### config.mk
export PLATFORM = sky130hd
export DESIGN_NAME = conv_act_packer_flat
export DESIGN_NICKNAME = d
export VERILOG_FILES = /design/src/rtl/conv_act_packer_if.sv /design/src/rtl/conv_act_packer.sv /design/src/flat_wrapper.sv
export SDC_FILE = /design/constraint.sdc
export NUM_CORES = 1
export LEC_CHECK = 0
export CORE_UTILIZATION = 35
export CTS_CLUSTER_DIAMETER = 50
export DETAILED_ROUTE_END_ITERATION = 8
export PLACE_DENSITY = 0.68
export SETUP_SLACK_MARGIN = 0.02
export SLEW_MARGIN = 20
export SYNTH_ARGS = -nofsm -noshare
export SYNTH_HDL_FRONTEND = slang
export SYNTH_SLANG_ARGS = --single-unit
### constraint.sdc
create_clock -name clk -period 5 [get_ports clk]
set_input_delay 1 -clock clk [delete_from_list [all_inputs] [get_ports clk]]
set_output_delay 1 -clock clk [all_outputs]
set_load 0.02 [all_outputs]
### src/rtl/conv_act_packer_if.sv
// Stream bundle for the activation packer: conv-result input stream and
// packed-pixel output stream. The design sits on the slave side.
interface conv_act_packer_if #(
    parameter int DATA_WIDTH     = 16,
    parameter int LANES_IN       = 4,
    parameter int BEATS_PER_WORD = 4
);
    localparam int BEAT_W = DATA_WIDTH * LANES_IN;
    localparam int WORD_W = BEAT_W * BEATS_PER_WORD;
    localparam int KEEP_W = WORD_W / 8;

    logic [BEAT_W-1:0] s_axis_tdata;
    logic              s_axis_tvalid;
    logic              s_axis_tlast;
    logic              s_axis_tready;

    logic [WORD_W-1:0] m_axis_tdata;
    logic [KEEP_W-1:0] m_axis_tkeep;
    logic              m_axis_tvalid;
    logic              m_axis_tlast;
    logic              m_axis_tready;

    modport slave (
        input  s_axis_tdata, s_axis_tvalid, s_axis_tlast,
        output s_axis_tready,
        output m_axis_tdata, m_axis_tkeep, m_axis_tvalid, m_axis_tlast,
        input  m_axis_tready
    );

    modport master (
        output s_axis_tdata, s_axis_tvalid, s_axis_tlast,
        input  s_axis_tready,
        input  m_axis_tdata, m_axis_tkeep, m_axis_tvalid, m_axis_tlast,
        output m_axis_tready
    );
endinterface

### src/rtl/conv_act_packer.sv
// Applies a per-frame activation (bypass / ReLU / LeakyReLU 1/8) to signed conv
// lanes on acceptance and packs several input beats into one wide output word.
module conv_act_packer #(
    parameter int DATA_WIDTH     = 16,
    parameter int LANES_IN       = 4,
    parameter int BEATS_PER_WORD = 4
) (
    input  logic                clk,
    input  logic                aresetn,
    input  logic [1:0]          act_mode,
    conv_act_packer_if.slave    axis,
    output logic [15:0]         word_count,
    output logic                frame_done
);
    localparam int BEAT_W     = DATA_WIDTH * LANES_IN;
    localparam int WORD_W     = BEAT_W * BEATS_PER_WORD;
    localparam int KEEP_W     = WORD_W / 8;
    localparam int BEAT_BYTES = BEAT_W / 8;
    localparam int CNT_W      = (BEATS_PER_WORD > 1) ? $clog2(BEATS_PER_WORD) : 1;

    logic [1:0]        mode_r;
    logic              first_beat_r;
    logic [CNT_W-1:0]  beat_cnt_r;
    logic [BEAT_W-1:0] stage_r [BEATS_PER_WORD];

    logic              accept_s;
    logic              last_beat_s;
    logic              emit_s;
    logic              out_hs_s;
    logic [1:0]        mode_eff_s;
    logic [BEAT_W-1:0] act_beat_s;
    logic [WORD_W-1:0] word_s;
    logic [KEEP_W-1:0] keep_s;

    // Negative lanes: ReLU clamps to zero, LeakyReLU shifts arithmetically (floor).
    function automatic logic [DATA_WIDTH-1:0] activate(
        input logic [DATA_WIDTH-1:0] x,
        input logic [1:0]            mode
    );
        logic signed [DATA_WIDTH-1:0] sx;
        logic        [DATA_WIDTH-1:0] y;
        sx = x;
        case (mode)
            2'd1: begin
                if (x[DATA_WIDTH-1]) y = {DATA_WIDTH{1'b0}};
                else                 y = x;
            end
            2'd2: begin
                if (x[DATA_WIDTH-1]) y = sx >>> 3'd3;
                else                 y = x;
            end
            default: y = x;
        endcase
        return y;
    endfunction

    assign axis.s_axis_tready = !axis.m_axis_tvalid || axis.m_axis_tready;

    // Handshake decode; the first beat of a frame uses the live mode input.
    always_comb begin
        accept_s    = axis.s_axis_tvalid && axis.s_axis_tready;
        last_beat_s = axis.s_axis_tlast || (beat_cnt_r == CNT_W'(BEATS_PER_WORD - 1));
        emit_s      = accept_s && last_beat_s;
        out_hs_s    = axis.m_axis_tvalid && axis.m_axis_tready;
        mode_eff_s  = first_beat_r ? act_mode : mode_r;
    end

    // Lane-wise activation of the incoming beat.
    always_comb begin
        act_beat_s = {BEAT_W{1'b0}};
        for (int l = 0; l < LANES_IN; l++) begin
            act_beat_s[l*DATA_WIDTH +: DATA_WIDTH] =
                activate(axis.s_axis_tdata[l*DATA_WIDTH +: DATA_WIDTH], mode_eff_s);
        end
    end

    // Word assembly: staged beats below the counter, current beat at it, zeros above.
    always_comb begin
        word_s = {WORD_W{1'b0}};
        keep_s = {KEEP_W{1'b0}};
        for (int b = 0; b < BEATS_PER_WORD; b++) begin
            if (CNT_W'(b) < beat_cnt_r) begin
                word_s[b*BEAT_W +: BEAT_W]         = stage_r[b];
                keep_s[b*BEAT_BYTES +: BEAT_BYTES] = {BEAT_BYTES{1'b1}};
            end else if (CNT_W'(b) == beat_cnt_r) begin
                word_s[b*BEAT_W +: BEAT_W]         = act_beat_s;
                keep_s[b*BEAT_BYTES +: BEAT_BYTES] = {BEAT_BYTES{1'b1}};
            end else begin
                word_s[b*BEAT_W +: BEAT_W]         = {BEAT_W{1'b0}};
                keep_s[b*BEAT_BYTES +: BEAT_BYTES] = {BEAT_BYTES{1'b0}};
            end
        end
    end

    // Beat staging, frame-start tracking and per-frame mode latch.
    always_ff @(posedge clk or negedge aresetn) begin
        if (!aresetn) begin
            beat_cnt_r   <= {CNT_W{1'b0}};
            first_beat_r <= 1'b1;
            mode_r       <= 2'd0;
            for (int b = 0; b < BEATS_PER_WORD; b++) begin
                stage_r[b] <= {BEAT_W{1'b0}};
            end
        end else if (accept_s) begin
            first_beat_r <= axis.s_axis_tlast;
            if (first_beat_r) begin
                mode_r <= act_mode;
            end
            if (emit_s) begin
                beat_cnt_r <= {CNT_W{1'b0}};
            end else begin
                beat_cnt_r          <= beat_cnt_r + CNT_W'(1);
                stage_r[beat_cnt_r] <= act_beat_s;
            end
        end
    end

    // Output word register; a new word may replace one leaving on the same edge.
    always_ff @(posedge clk or negedge aresetn) begin
        if (!aresetn) begin
            axis.m_axis_tdata  <= {WORD_W{1'b0}};
            axis.m_axis_tkeep  <= {KEEP_W{1'b0}};
            axis.m_axis_tlast  <= 1'b0;
            axis.m_axis_tvalid <= 1'b0;
        end else if (emit_s) begin
            axis.m_axis_tdata  <= word_s;
            axis.m_axis_tkeep  <= keep_s;
            axis.m_axis_tlast  <= axis.s_axis_tlast;
            axis.m_axis_tvalid <= 1'b1;
        end else if (out_hs_s) begin
            axis.m_axis_tvalid <= 1'b0;
        end
    end

    // Per-frame word counter; it clears while frame_done is showing the final count.
    always_ff @(posedge clk or negedge aresetn) begin
        if (!aresetn) begin
            word_count <= 16'd0;
            frame_done <= 1'b0;
        end else begin
            frame_done <= out_hs_s && axis.m_axis_tlast;
            if (frame_done) begin
                word_count <= out_hs_s ? 16'd1 : 16'd0;
            end else if (out_hs_s) begin
                word_count <= word_count + 16'd1;
            end
        end
    end
endmodule

### src/flat_wrapper.sv
// flat-port wrapper written by rule: the top's interface ports become plain ports
module conv_act_packer_flat 
#(
    parameter int DATA_WIDTH     = 16,
    parameter int LANES_IN       = 4,
    parameter int BEATS_PER_WORD = 4
)
  (clk, aresetn, act_mode, word_count, frame_done, axis_s_axis_tdata, axis_s_axis_tvalid, axis_s_axis_tlast, axis_s_axis_tready, axis_m_axis_tdata, axis_m_axis_tkeep, axis_m_axis_tvalid, axis_m_axis_tlast, axis_m_axis_tready);
  conv_act_packer_if #(.DATA_WIDTH(DATA_WIDTH), .LANES_IN(LANES_IN), .BEATS_PER_WORD(BEATS_PER_WORD)) axis_i ();
  input  logic clk;
  input  logic aresetn;
  input  logic [1:0] act_mode;
  output logic [15:0] word_count;
  output logic frame_done;
  input wire logic [$bits(axis_i.s_axis_tdata)-1:0] axis_s_axis_tdata;
  input wire logic [$bits(axis_i.s_axis_tvalid)-1:0] axis_s_axis_tvalid;
  input wire logic [$bits(axis_i.s_axis_tlast)-1:0] axis_s_axis_tlast;
  output wire logic [$bits(axis_i.s_axis_tready)-1:0] axis_s_axis_tready;
  output wire logic [$bits(axis_i.m_axis_tdata)-1:0] axis_m_axis_tdata;
  output wire logic [$bits(axis_i.m_axis_tkeep)-1:0] axis_m_axis_tkeep;
  output wire logic [$bits(axis_i.m_axis_tvalid)-1:0] axis_m_axis_tvalid;
  output wire logic [$bits(axis_i.m_axis_tlast)-1:0] axis_m_axis_tlast;
  input wire logic [$bits(axis_i.m_axis_tready)-1:0] axis_m_axis_tready;
  assign axis_i.s_axis_tdata = axis_s_axis_tdata;
  assign axis_i.s_axis_tvalid = axis_s_axis_tvalid;
  assign axis_i.s_axis_tlast = axis_s_axis_tlast;
  assign axis_s_axis_tready = axis_i.s_axis_tready;
  assign axis_m_axis_tdata = axis_i.m_axis_tdata;
  assign axis_m_axis_tkeep = axis_i.m_axis_tkeep;
  assign axis_m_axis_tvalid = axis_i.m_axis_tvalid;
  assign axis_m_axis_tlast = axis_i.m_axis_tlast;
  assign axis_i.m_axis_tready = axis_m_axis_tready;
  conv_act_packer #(.DATA_WIDTH(DATA_WIDTH), .LANES_IN(LANES_IN), .BEATS_PER_WORD(BEATS_PER_WORD)) u_core (.clk(clk), .aresetn(aresetn), .act_mode(act_mode), .axis(axis_i), .word_count(word_count), .frame_done(frame_done));
endmodule
==> Word-level counts from Yosys, hierarchy flattened <==
Index checks and enable logic that the tools add are counted.
{ "totals": {"regBits": 568} }
{ "classes": {"mux": 38, "bitwise_logic": 2, "reduce_logical": 12, "n_eq_ne": 6, "n_addsub": 2, "n_lt_le_gt_ge": 6} }
{ "ops": {"columns": ["op", "count"], "rows": [
  ["two-way mux 64 bit", 9],
  ["bitwise mux 256 bit", 1],
  ["demux 64 bit (select 2 bit)", 1],
  ["case mux 16 bit (2 select lines)", 4],
  ["two-way mux 16 bit", 6],
  ["two-way mux 8 bit", 8],
  ["two-way mux 15 bit", 4],
  ["adder 16 x 1 -> 16 bit (second input constant)", 1],
  ["logical AND 1 bit", 5],
  ["equality test 2 bit (first input constant)", 2],
  ["equality test 2 bit (second input constant)", 2],
  ["< comparator 1 x 2 -> 1 bit (first input constant)", 2],
  ["< comparator 2 bit (first input constant)", 2],
  ["two-way mux 2 bit", 2],
  ["nonzero test 2 bit", 2],
  ["greater-or-equal comparator 3 bit (second input constant)", 1],
  ["< comparator 3 x 1 -> 1 bit (second input constant)", 1],
  ["two-way mux 1 bit", 3],
  ["NOT 2 -> 3 bit", 1],
  ["adder 2 x 1 -> 2 bit (second input constant)", 1],
  ["equality test 1 x 2 -> 1 bit (first input constant)", 1],
  ["equality test 2 x 1 -> 1 bit (second input constant)", 1],
  ["logical NOT 2 bit", 1],
  ["logical OR 1 bit", 2],
  ["3 further kinds", 3]
]} }

==> Logic depth before layout (Yosys ltp) <==
Gate-level depths: netlist (run 1).
{ "logic_depth": {"depth_word": 6, "mapped_depth": 10, "ltp_nobuf": 7} }

==> Worst setup path after synthesis (run 1) <==
Ideal clock, no wire load.
{ "synth_path": {"path_type": "input -> register", "from": "in act_mode[1]", "to": "reg u_core.axis.m_axis_tdata[12]", "cell_stages": 10, "t_arrival_ps": 2653, "slack_ps": 2216, "setup_time_ps": 131, "n_path_buf": 3, "cell_sequence": "mux2i_1 inv_1 ha_1 or2_1 buf_2 buf_4 buf_6 o22ai_2 mux2_2 o21ai_1"} }
{ "synth_via": {"elab_chain_len": 5, "elab_cells_between_ends": 6, "classes_between": "eq/ne: 2; mux: 4"} }
{ "synth_rtl": {"columns": ["item", "line_no", "source"], "rows": [
  ["start, declared", "flat_wrapper.sv:12", "input logic [1:0] act_mode;"],
  ["two-way mux 2 bit (*)", null, null],
  ["via u_core.mode_eff_s[1]", "conv_act_packer.sv:30", "logic [1:0] mode_eff_s;"],
  ["equality test 2 bit / equality test 2 x 1 -> 1 bit (equally long branches)", "conv_act_packer.sv:43", "case (mode)"],
  ["case mux 16 bit (2 select lines) (*)", "conv_act_packer.sv:43", null],
  ["two-way mux 64 bit (*)", "conv_act_packer.sv:85", "end else if (CNT_W'(b) == beat_cnt_r) begin"],
  ["two-way mux 64 bit (*)", "conv_act_packer.sv:82", "if (CNT_W'(b) < beat_cnt_r) begin"],
  ["end signal, assigned", "conv_act_packer.sv:121", "axis.m_axis_tdata <= {WORD_W{1'b0}};"],
  ["end signal, assigned", "conv_act_packer.sv:126", "axis.m_axis_tdata <= word_s;"],
  ["end, declared", "conv_act_packer_if.sv:26", "output m_axis_tdata, m_axis_tkeep, m_axis_tvalid, m_axis_tlast,"]
]} }
The timed path passes the listed nets; every way through them passes the cells marked *.
A chain may end at the register's enable or synchronous reset.

==> Final worst setup path (run 1) <==
{ "layout_path": {"from": "in axis_m_axis_tready", "to": "out axis_s_axis_tready"} }
{ "layout_via": {"elab_chain_len": 1} }
{ "layout_rtl": {"columns": ["item", "line_no", "source"], "rows": [
  ["start, declared", "flat_wrapper.sv:23", "input wire logic [$bits(axis_i.m_axis_tready)-1:0] axis_m_axis_tready;"],
  ["logical OR 1 bit", "conv_act_packer.sv:57", "assign axis.s_axis_tready = !axis.m_axis_tvalid || axis.m_axis_tready;"],
  ["end, declared", "flat_wrapper.sv:18", "output wire logic [$bits(axis_i.s_axis_tready)-1:0] axis_s_axis_tready;"]
]} }
Every way passes these cells.

==> qor.yml, run 1 <==
timing:
  worst_pin_slew_ps: 1140
  finalSetupViolCount: 0
  period_share_pct: 72.7
  setup_slack_ps: 1370
  skew_ps: 11.3
  finalHoldViolations: 0
  drv_slew: 0
  setup_tns_ps: 0
  rsz0062_at_grt: "false"
  max_clock_freq_mhz: 275
  fin_crit_ps: 3630
  slew_headroom_pct: 24.3
synth:
  yosysTopAreaCell: "dfrtp_1"
  ys_ff_latch: 476
  synth-edff-count: 0
  synth_top_cell_area_share_pct: 56.9
  netlist_instances: 2165
  synth_nets: 2243
  synth_most_common_cell: "dfrtp_1"
  syn_area_per_cell_sq_um: 9.65
  synth_seq_area_share_pct: 57.0
  synth_common_cells: "475 x dfrtp_1, 330 x o21ai_0, 328 x nand2_1"
  ys.flop_type: "dfrtp_1"
  yosys-top-cells-area: "dfrtp_1 57%, o21ai_0 7.9%, nand2_1 5.9%"
  ys_types: 43
  syn_area_sq_um: 20900
  yosysWarnings: 0
  async_flop_share_pct: 100
critical_path:
  r2r_start: "u_core.first_beat_r$_DFFE_PN1P_"
  cp_slowest_stage_delay_ps: 680
  worstSetupPathType: "primary input to output port"
  worst-path-buf-inv: 2
  cpMostUsedCell: "clkdlybuf4s50_1"
  path_cells: "clkdlybuf4s50_1 > nand2b_1 > clkdlybuf4s50_1"
  crit_path_end_kind: "output port"
  r2r_slack_ps: 1690
  cpMaxStageDelayCell: "clkdlybuf4s50_1"
  rr_worst_depth: 8
  required_ps: 4000
  cp_max_fo: 9
  crit_arrival_ps: 2630
  reg2reg_to: "u_core.axis.m_axis_tdata[241]$_DFFE_PN0P_"
  worst_setup_path_start_kind: "primary input"
  cpLargestDelayFamily: "buffers and inverters"
power:
  pwr-share-comb_pct: 33.3
  leakage_nw: 11.6
  p_int_mw: 10.4
  vdd_drop_max_uv: 407
  p_sw_share_pct: 35.9
  switchingPower_mw: 5.81
  clkPwrFrac_pct: 29.8
  seq_power_share_pct: 36.8
  power.total_mw: 16.2
  power_density_nw_per_um2: 591
global_route:
  grt_max_degree: 129
  gr-total-overflow: 0
  grt_usage_pct: 22.1
  antenna_found_initial: 2
  grt_pass1_vias: 17100
  grt_pass1_wl_um: 103000
cells_and_area:
  final_nets: 2521
  drive_gt1_share_pct: 7.46
  antennaDiodeCount: 0
  stdcell_area_sq_um: 27400
  fill_cells: 5431
  register_area_sq_um: 11900
  multi_input_area_sq_um: 7780
  area_growth_pct: 31.1
  final_util_pct: 46.4
cts:
  cts_resized: 0
  ctsHoldBuffers: 0
  clkTransAtPathRegs_ps: 50
  root_buffer: "clkbuf_16"
  cts_tree: "done"
  numClockSinks: 476
  numCtsBuffers: 66
  clockBufferDepth: 3
  postCtsSetupBuffers: 0
  htreeDepth: 3
  clock_latency_ps: 590
die:
  die_w_um: 246
  fp.dieH_um: 246
  rows: 89
  start_util_pct: 35.4
  dieArea_sq_um: 60700
  coreArea_sq_um: 59000
  io_pins: 379
flow_run:
  max-cap-violations: 0
route:
  drt_first_iter_violations: 1183
  drcViolationCount: 0
  wire_per_inst_um: 20.6
  firstDrtPassIters: 5
  routed-via-count: 17300
  avgViaCountPerCell: 5.29
  antenna_left: 0
  drt_wl_total_um: 67400
placed_design:
  placed_cell_area_sq_um: 25100
  port_buffers: 378
  gp_congestion: 0.848
  place_ws_ps: 906
  dpl.hpwl_um: 41000
status:
  outcome: "complete, no violations"
hold_path:
  min_path_type: "primary input to asynchronous set/reset pin"
==> metrics by stage <==
step,hold WS (ps),std cells
floorplan,442,2165
detailed placement,462,3148
global placement,454,3148
global route,443,3266
finish,425,3266
CTS,431,3266
==> power groups by stage <==
stage / clock network [mW] / logic (mW) / registers, mW
global route: 5.11 / 5.88 / 6.11
finish: 4.83 / 5.40 / 5.96
global placement: 0 / 5.30 / 5.95
CTS: 4.95 / 5.44 / 5.96
detailed placement: 0 / 5.41 / 6.00
floorplan: 0 / 2.45 / 6.51
==> metal layers <==
| layer | vias up | track usage (%) | wire length [um] |
|---|---|---|---|
| met5 | - | 0 | 13 |
| met4 | 2 | 7.79 | 1680 |
| met3 | 125 | 4.29 | 4370 |
| met2 | 573 | 35.4 | 32000 |
| met1 | 8661 | 29.6 | 29400 |
| li1 | 7924 | - | - |
==> final cells by class <==
type	count	area share, %
Sequential cell	476	43.5
Clock buffer	87	6.80
Clock inverter	31	1.53
Inverter	69	0.946
Tap cell	773	3.53
Timing Repair Buffer	409	15.3
Multi-Input combinational cell	1421	28.4
==> registers in the layout, indices dropped and copies added, names as in the netlist <==
| name | cells |
|---|---|
| u_core.frame_done | 1 |
| u_core.mode_r | 2 |
| u_core.stage_r | 192 |
| u_core.axis.m_axis_tvalid | 1 |
| u_core.axis.m_axis_tlast | 1 |
| u_core.beat_cnt_r | 2 |
| u_core.first_beat_r | 1 |
| u_core.axis.m_axis_tdata | 256 |
| u_core.word_count | 16 |
| u_core.axis.m_axis_tkeep | 4 |
==> how the worst max path moves through the flow <==
stage,start,to,cells past startpoint
2_1_floorplan,act_mode[1],u_core.axis.m_axis_tdata[12]$_DFFE_PN0P_,10
3_3_place_gp,act_mode[1],u_core.axis.m_axis_tdata[91]$_DFFE_PN0P_,9
3_5_place_dp,act_mode[1],u_core.axis.m_axis_tdata[241]$_DFFE_PN0P_,9
4_1_cts,axis_m_axis_tready,axis_s_axis_tready,3
5_1_grt,axis_m_axis_tready,axis_s_axis_tready,3
6_report,axis_m_axis_tready,axis_s_axis_tready,3
==> cell families after synthesis <==
group	synth area share (%)
simple gates	15.5
fa+ha+maj	0.419
xor+xnor	0.503
compound gates	17.4
mux	3.10
buf+inv	6.02
flops	57.0
==> placed cells by master, fill, tap and decap left out, types with 11 or more instances in the layout <==
master,instances
a21oi_1,195
mux2_2,13
o2bb2a_1,24
or2_2,13
nor3b_1,48
o21ai_1,30
nor2b_1,13
clkbuf_8,11
buf_4,18
or3_1,97
inv_1,69
nand2_1,325
o21ai_0,330
buf_12,13
clkbuf_16,67
clkdlybuf4s50_1,377
nor2_1,112
or2_1,36
mux2i_1,50
dfrtp_1,474
o22a_1,48
Power figures use the tool's default switching activity.
==> run 2: changes to the inputs <==
--- a/config.mk
+++ b/config.mk
@@ -8,7 +8,7 @@
 export CORE_UTILIZATION = 35
 export CTS_CLUSTER_DIAMETER = 50
 export DETAILED_ROUTE_END_ITERATION = 8
-export PLACE_DENSITY = 0.68
+export PLACE_DENSITY = 0.7
 export SETUP_SLACK_MARGIN = 0.02
 export SLEW_MARGIN = 20
 export SYNTH_ARGS = -nofsm -noshare
==> constraint.sdc (replaced) <==
create_clock -name clk -period 3.16 [get_ports clk]
set_input_delay 0.632 -clock clk [delete_from_list [all_inputs] [get_ports clk]]
set_output_delay 0.632 -clock clk [all_outputs]
set_load 0.02 [all_outputs]
==> qor.yml, run 2 (synthesized netlist as in run 1, its figures left out) <==
cells_and_area:
  largest_reg_flops: 256
  drive_gt1_share_pct: 8.82
  regMostFlops: "u_core.axis.m_axis_tdata"
  fill_cells: 5470
  final_util_pct: 46.8
  area_growth_pct: 32.2
  reg_top3: "u_core.axis.m_axis_tdata x256, u_core.stage_r x192, u_core.word_count x16"
  finalNonFillerCells: 3301
  final_common_cell: "dfrtp_1"
  final_nets: 2557
  layout_common_cells: "474 x dfrtp_1, 377 x clkdlybuf4s50_1, 330 x o21ai_0, 325 x nand2_1, 195 x a21oi_1"
route:
  avgViaCountPerCell: 5.31
  drt_wl_total_um: 67600
  firstDrtPassIters: 5
  drcViolationCount: 0
  routed-via-count: 17500
  wire_per_inst_um: 20.5
  drt_first_iter_violations: 1361
  antenna_left: 0
global_route:
  grt_max_degree: 129
  grt_pass1_vias: 17400
  antenna_found_initial: 1
  grt_usage_pct: 22.1
  grt_pass1_wl_um: 104000
  gr-total-overflow: 0
timing:
  drv_slew: 0
  finalSetupViolCount: 0
  period_share_pct: 93.0
  max_clock_freq_mhz: 340
  hold-worst-slack_ps: 61.0
  skew_ps: 27.8
  rsz0062_at_grt: "false"
  setup_tns_ps: 0
  slew_headroom_pct: 43.6
  finalHoldViolations: 0
  worst_pin_slew_ps: 847
  fin_crit_ps: 2940
critical_path:
  cp_max_fo: 9
  crit_arrival_ps: 2310
  crit_path_end_kind: "output port"
  required_ps: 2530
  worstSetupPathType: "primary input to output port"
  worst_setup_path_start_kind: "primary input"
power:
  switchingPower_mw: 9.19
  p_int_mw: 16.0
  vdd_drop_max_uv: 534
  pwr-share-comb_pct: 35.1
  seq_power_share_pct: 37.7
  clkPwrFrac_pct: 27.2
  p_sw_share_pct: 36.5
  power_density_nw_per_um2: 911
  leakage_nw: 11.8
die:
  fp.dieH_um: 246
  die_w_um: 246
  coreArea_sq_um: 59000
  start_util_pct: 35.4
  dieArea_sq_um: 60700
  rows: 89
  io_pins: 379
cts:
  cts_tree: "done"
  numCtsBuffers: 58
  cts_resized: 0
  clock_latency_ps: 610
  ctsHoldBuffers: 0
  clkTransAtPathRegs_ps: 60
  numClockSinks: 476
  root_buffer: "clkbuf_16"
  clockBufferDepth: 3
  htreeDepth: 2
  postCtsSetupBuffers: 0
flow_run:
  max-cap-violations: 0
placed_design:
  dp_cells: 3192
  port_buffers: 378
  dpl.hpwl_um: 43100
  gp_congestion: 0.840
status:
  outcome: "complete, no violations"
hold_path:
  min_path_type: "primary input to asynchronous set/reset pin"
## run 2: final timing paths
kind,start,cells past startpoint,slack [ps],end
max,axis_m_axis_tready,3,220,axis_s_axis_tready
min in group clk,u_core.stage_r[173]$_DFFE_PN0P_,2,470,u_core.stage_r[173]$_DFFE_PN0P_
min,aresetn,1,60,u_core.word_count[6]$_DFFE_PN0P_
min reg2reg,u_core.stage_r[173]$_DFFE_PN0P_,2,470,u_core.stage_r[173]$_DFFE_PN0P_
max in group asynchronous,aresetn,2,2160,u_core.stage_r[106]$_DFFE_PN0P_
max reg2reg,u_core.first_beat_r$_DFFE_PN1P_,8,370,u_core.axis.m_axis_tdata[45]$_DFFE_PN0P_
## run 2: stage by stage
stage / area [sq um] / total power [mW] / setup slack [ps]
2_1_floorplan: 20900 / 14.2 / 744
3_3_place_gp: 25600 / 18.1 / -46.9
3_5_place_dp: 25600 / 18.4 / -52.8
4_1_cts: 27600 / 25.4 / 225
5_1_grt: 27600 / 26.6 / 156
6_report: 27600 / 25.2 / 221
## run 2: power by group through the flow
stage	clock network (mW)	registers (mW)	logic (mW)
final	6.86	9.48	8.84
after global routing	7.23	9.71	9.63
after CTS	6.99	9.48	8.90
after detailed placement	0	9.55	8.86
after global placement	0	9.47	8.66
after floorplan	0	10.3	3.88
## run 2: layer usage
layer  GRT usage, %  part of all wire [%]  vias up
met5              0                 0.019        -
met4           7.32                   2.9        2
met3           4.72                   7.1      137
met2           34.9                    47      664
met1           30.1                    43     8705
li1               -                     -     8008
## run 2: worst max-delay path, stage by stage
cell and delay (ps):
clkdlybuf4s50_1 570, nand2b_1 410, clkdlybuf4s50_1 690
## run 2: final cells by class
| cell class | instances | area [sq um] | share of cell area [%] |
|---|---|---|---|
| inverter | 69 | 259 | 0.938 |
| clock inverter | 37 | 417 | 1.51 |
| multi-input combinational | 1421 | 7780 | 28.2 |
| antenna | 1 | 2.50 | 0.00906 |
| clock buffer | 71 | 1580 | 5.72 |
| timing repair buffer | 453 | 4700 | 17.0 |
| sequential | 476 | 11900 | 43.1 |
| tap | 773 | 967 | 3.50 |
==> run 3: changes to the inputs <==
--- a/config.mk
+++ b/config.mk
@@ -5,11 +5,13 @@
 export SDC_FILE = /design/constraint.sdc
 export NUM_CORES = 1
 export LEC_CHECK = 0
-export CORE_UTILIZATION = 35
+export CORE_MARGIN = 4
+export CORE_UTILIZATION = 48
 export CTS_CLUSTER_DIAMETER = 50
 export DETAILED_ROUTE_END_ITERATION = 8
-export PLACE_DENSITY = 0.7
+export PLACE_DENSITY = 0.88
 export SETUP_SLACK_MARGIN = 0.02
+export SKIP_CTS_REPAIR_TIMING = 1
 export SLEW_MARGIN = 20
 export SYNTH_ARGS = -nofsm -noshare
 export SYNTH_HDL_FRONTEND = slang
==> qor.yml, run 3 (synthesized netlist as in run 1, its figures left out) <==
status:
  outcome: "complete, no violations"
die:
  fp.dieH_um: 217
  dieArea_sq_um: 46900
  start_util_pct: 48.5
  io_pins: 379
  coreArea_sq_um: 43100
  die_w_um: 217
  rows: 76
cells_and_area:
  final_common_cell: "dfrtp_1"
  final_util_pct: 62.6
  reg_top3: "u_core.axis.m_axis_tdata x256, u_core.stage_r x192, u_core.word_count x16"
  regMostFlops: "u_core.axis.m_axis_tdata"
  final_nets: 2535
  layout_common_cells: "474 x dfrtp_1, 377 x clkdlybuf4s50_1, 330 x o21ai_0, 325 x nand2_1, 195 x a21oi_1"
  area_growth_pct: 29.0
  drive_gt1_share_pct: 7.18
  largest_reg_flops: 256
  fill_cells: 3239
flow_run:
  max-cap-violations: 0
cts:
  numClockSinks: 476
  cts_tree: "done"
  htreeDepth: 2
  root_buffer: "clkbuf_16"
  numCtsBuffers: 52
  clkTransAtPathRegs_ps: 60
  clock_latency_ps: 590
  clockBufferDepth: 3
timing:
  skew_ps: 14.2
  finalSetupViolCount: 0
  rsz0062_at_grt: "false"
  period_share_pct: 89.4
  slew_headroom_pct: 40.1
  worst_pin_slew_ps: 899
  setup_tns_ps: 0
  max_clock_freq_mhz: 354
  fin_crit_ps: 2830
  drv_slew: 0
  finalHoldViolations: 0
global_route:
  grt_pass1_wl_um: 104000
  antenna_found_initial: 5
  grt_max_degree: 98
  gr-total-overflow: 0
  grt_usage_pct: 27.6
  grt_pass1_vias: 18600
critical_path:
  crit_arrival_ps: 2190
  required_ps: 2530
  cp_max_fo: 6
  worstSetupPathType: "primary input to output port"
  r2r_slack_ps: 390
  worst_setup_path_start_kind: "primary input"
  crit_path_end_kind: "output port"
route:
  routed-via-count: 18000
  drcViolationCount: 0
  firstDrtPassIters: 6
  drt_first_iter_violations: 1707
  avgViaCountPerCell: 5.84
  drt_wl_total_um: 66000
  antenna_left: 0
  wire_per_inst_um: 21.4
hold_path:
  min_path_type: "primary input to asynchronous set/reset pin"
power:
  power_density_nw_per_um2: 905
  leakage_nw: 11.5
  power.total_mw: 24.4
  vdd_drop_max_uv: 514
placed_design:
  gp_congestion: 0.841
  dpl.hpwl_um: 41700
  port_buffers: 378
-- run 3: cell types whose count changed in the layout (fill, tap and decap cells not counted) --
cell,delta
buf_12,-1
buf_4,-15
bufinv_16,-2
clkbuf_1,+11
clkbuf_16,-5
clkbuf_8,+1
clkinv_2,-3
clkinv_4,-4
clkinvlp_4,-3
diode_2,+4
inv_6,-9
inv_8,-3
nand2_2,+1
nand2_4,-1
-- run 3: final cells by class --
class                           count  area [sq um]  share of cell area [%]
Inverter                           69           259                   0.961
Clock inverter                     13           171                   0.636
Tap cell                          585           732                    2.72
Sequential cell                   476         11900                    44.2
Multi-Input combinational cell   1421          7770                    28.9
Timing Repair Buffer              437          4570                    17.0
Antenna cell                        5          12.5                  0.0464
Clock buffer                       78          1510                    5.61
-- run 3: metal layers --
layer | part of all wire (%) | GRT usage (%) | vias to the layer above | routed length, um
li1 | - | - | 7960 | -
met1 | 39 | 36.0 | 8815 | 25900
met2 | 48 | 45.0 | 1037 | 31500
met4 | 4.0 | 12.1 | 0 | 2640
met3 | 9.1 | 5.85 | 201 | 5990
met5 | 0 | 0 | - | 0
-- run 3: report_power, final --
part,internal (mW),switching [mW]
clock network,3.55,2.48
logic,3.73,5.10
registers,8.16,1.38
-- run 3: metrics by stage --
step | instance area [sq um] | cells | worst slack, ps | hold slack, ps
after floorplan | 20900 | 2165 | 744 | 336
after global placement | 25300 | 2988 | 81.2 | 454
after detailed placement | 25300 | 2988 | 39.6 | 463
after CTS | 26900 | 3079 | 363 | 15.0
after global routing | 26900 | 3083 | 294 | 44.2
final | 26900 | 3084 | 335 | 5.87
-- run 3: worst paths after layout --
check	from	end	depth (start not counted)
max	axis_m_axis_tready	axis_s_axis_tready	3
min	aresetn	u_core.word_count[10]$_DFFE_PN0P_	1
max reg2reg	u_core.beat_cnt_r[1]$_DFFE_PN0P_	u_core.axis.m_axis_tdata[157]$_DFFE_PN0P_	7
min reg2reg	u_core.axis.m_axis_tdata[79]$_DFFE_PN0P_	u_core.axis.m_axis_tdata[79]$_DFFE_PN0P_	2
max in group asynchronous	aresetn	u_core.stage_r[70]$_DFFE_PN0P_	2
min in group clk	u_core.axis.m_axis_tdata[79]$_DFFE_PN0P_	u_core.axis.m_axis_tdata[79]$_DFFE_PN0P_	2
-- run 3: worst max-delay path, cell delays in order --
cell and delay [ps]:
clkdlybuf4s50_1 590, nand2b_1 300, clkdlybuf4s50_1 660
==> RTL change, RTL diff (settings of run 1) <==
Add an input register stage for `act_mode`; this delays it by one clock. The other inputs are not delayed to match.
--- a/src/rtl/conv_act_packer.sv
+++ b/src/rtl/conv_act_packer.sv
@@ -17,6 +17,16 @@
     localparam int KEEP_W     = WORD_W / 8;
     localparam int BEAT_BYTES = BEAT_W / 8;
     localparam int CNT_W      = (BEATS_PER_WORD > 1) ? $clog2(BEATS_PER_WORD) : 1;
+
+    logic [1:0] act_mode_q;
+
+    always_ff @(posedge clk or negedge aresetn) begin
+        if (!aresetn) begin
+            act_mode_q <= '0;
+        end else begin
+            act_mode_q <= act_mode;
+        end
+    end
 
     logic [1:0]        mode_r;
     logic              first_beat_r;
@@ -62,7 +72,7 @@
         last_beat_s = axis.s_axis_tlast || (beat_cnt_r == CNT_W'(BEATS_PER_WORD - 1));
         emit_s      = accept_s && last_beat_s;
         out_hs_s    = axis.m_axis_tvalid && axis.m_axis_tready;
-        mode_eff_s  = first_beat_r ? act_mode : mode_r;
+        mode_eff_s  = first_beat_r ? act_mode_q : mode_r;
     end
 
     // Lane-wise activation of the incoming beat.
@@ -104,7 +114,7 @@
         end else if (accept_s) begin
             first_beat_r <= axis.s_axis_tlast;
             if (first_beat_r) begin
-                mode_r <= act_mode;
+                mode_r <= act_mode_q;
             end
             if (emit_s) begin
                 beat_cnt_r <= {CNT_W{1'b0}};
Check against the original RTL: not settled (the Yosys comparison gave no result); the edit may change what the design does.
==> RTL change against run 1 <==
  * Design area decreased by 5.4%
  * Critical path depth unchanged
  * Power decreased by 9.6%
  * Largest power group unchanged
  * Sequential cell count increased by 2
  * Sequential share of layout area increased by 2.7 points
  * Synthesized area decreased by 4.6%
  * Wire length decreased by 5.8%
  * Worst setup slack got worse by 91 ps
  * Clock skew increased by 8.0 ps
  * Critical endpoint unchanged
==> RTL change: results (changes against run 1) <==
stage,metric,value,unit,change
synth,sequential-to-total area share from yosys stat,60.00,%,was 57.02%
clocking,htree depth,2,,was 3
synth,most frequent cells after synthesis,"dfrtp_1, nand2_1, o21ai_0, o211ai_1, nand3_1",,"was dfrtp_1, o21ai_0, nand2_1, a21oi_1, nor2_1"
clocking,"Clk Latency, worst-skew pair",610,ps,was 590 ps
clocking,CTS buffer count,57,,was 66
synth,Post-Synth Adder-Cell Area,0.4393,%,was 0.4192%
power,Peak VDD IR,0.3179,mV,was 0.4070 mV
setup_path,Critical Path AT,2730,ps,was 2630 ps
layout,share of cells above drive strength 1,6.831,%,was 7.461%
global_route,GRT Resource Usage Total,21.78,%,was 22.08%
sta,Setup Skew,19.32,ps,was 11.31 ps
setup_path,CP peak stage delay,720,ps,was 680 ps
synth,post-synthesis mux area share,0.1569,%,was 3.096%
synth,most area-consuming cells after synthesis,"dfrtp_1, nand2_1, o21ai_0",,"was dfrtp_1, o21ai_0, nand2_1"
global_route,largest net degree at the start of global routing,157,,was 129
synth,complex-gate fraction of the synthesized area,18.81,%,was 17.44%
clocking,Clock Tree Buf Depth,3,,unchanged
power,Reg power frac,40.5,%,was 36.8%
power,combinational cell fraction of total power,31.6,%,was 33.3%
global_route,number of global-route vias before repair,15550,,"was 17,140"
synth,syn_nets,2027,,"was 2,243"
global_route,GR Util met1,30.13,%,was 29.64%
route,met2 WL post-DR,29530,um,"was 31,990 um"
power,static leakage,10.89,nW,was 11.61 nW
global_route,first-pass GRT wire length,96290,um,"was 102,800 um"
global_route,met2 Track Usage GR,34.15,%,was 35.43%
route,met3 routed wirelength,4605,um,was 4365 um
power,Sw Ratio,35.79,%,was 35.85%
global_route,antenna violations before repair,3,,was 2
layout,final net count,2305,,"was 2,521"
route,Highest Signal Layer,met5,,unchanged
run_status,run status,"finished, final reports clean",,unchanged
synth,Synth Area in XOR/XNOR,0.5271,%,was 0.5030%
synth,Yosys cell types,46,,was 43
route,Routed wire per std cell,20.97,um,was 20.65 um
route,Vias/cell,5.307,,was 5.292
route,drt initial violations,1155,,"was 1,183"
route,met1 wire length,27930,um,"was 29,390 um"
global_route,GR met3 Demand/Resource,4.975,%,was 4.292%
sta,Slew HR,24.60,%,was 24.30%
placed_design,HPWL Detailed,39520,um,"was 41,010 um"
## RTL change: changes by cell type in the layout (fill, tap and decap cells not counted), sizes merged, moves of 61 or more
cell    change
nand3      +97
inv        -64
or3        -96
nor2       -89
a21oi     -192
o21ai      -61
o211ai    +144
nand2     +132
## RTL change: worst max-delay path: cells and delay by family
kind / cells / cell delay (ps)
AND/OR/NAND/NOR: 1 / 430
buffers and inverters: 2 / 1290
## RTL change: final timing paths
kind,from,to,slack (ps),depth (start not counted)
min in group clk,u_core.axis.m_axis_tdata[62],u_core.axis.m_axis_tdata[62],480,1
worst max register to register,u_core.beat_cnt_r[1],u_core.axis.m_axis_tdata[99],1480,6
max in group asynchronous,aresetn,u_core.axis.m_axis_tdata[99],3370,2
worst max-delay path,axis_m_axis_tready,axis_s_axis_tready,1270,3
worst min register to register,u_core.axis.m_axis_tdata[62],u_core.axis.m_axis_tdata[62],480,1
worst min-delay path,aresetn,u_core.word_count[0],480,1
## RTL change: cells by family after synthesis
family,Yosys count
fa+ha+maj,7
buf+inv,189
xor+xnor,12
flops,478
simple gates,687
compound gates,573
mux,3
## RTL change: final cells by class
cell class | count | area [um2]
Multi-Input combinational cell | 1282 | 7048
Antenna cell | 3 | 7.507
Timing Repair Buffer | 401 | 4061
Inverter | 7 | 26.28
Tap cell | 756 | 945.9
Clock buffer | 83 | 1665
Fill cell | 5236 | 30470
Clock inverter | 18 | 192.7
Sequential cell | 478 | 11970
## RTL change: per-stage QoR
step           hold WS [ps]  area, um2  cells  worst slack (ps)  power, mW
6_report              475.2      25910   3028              1275      14.65
5_1_grt               492.9      25910   3026              1236      15.46
4_1_cts               477.1      25910   3025              1303      14.78
3_5_place_dp          465.2      24050   2924              1299      10.64
3_3_place_gp          454.1      24040   2924              1350      10.50
2_1_floorplan         442.1      19940   1949              2616      8.338
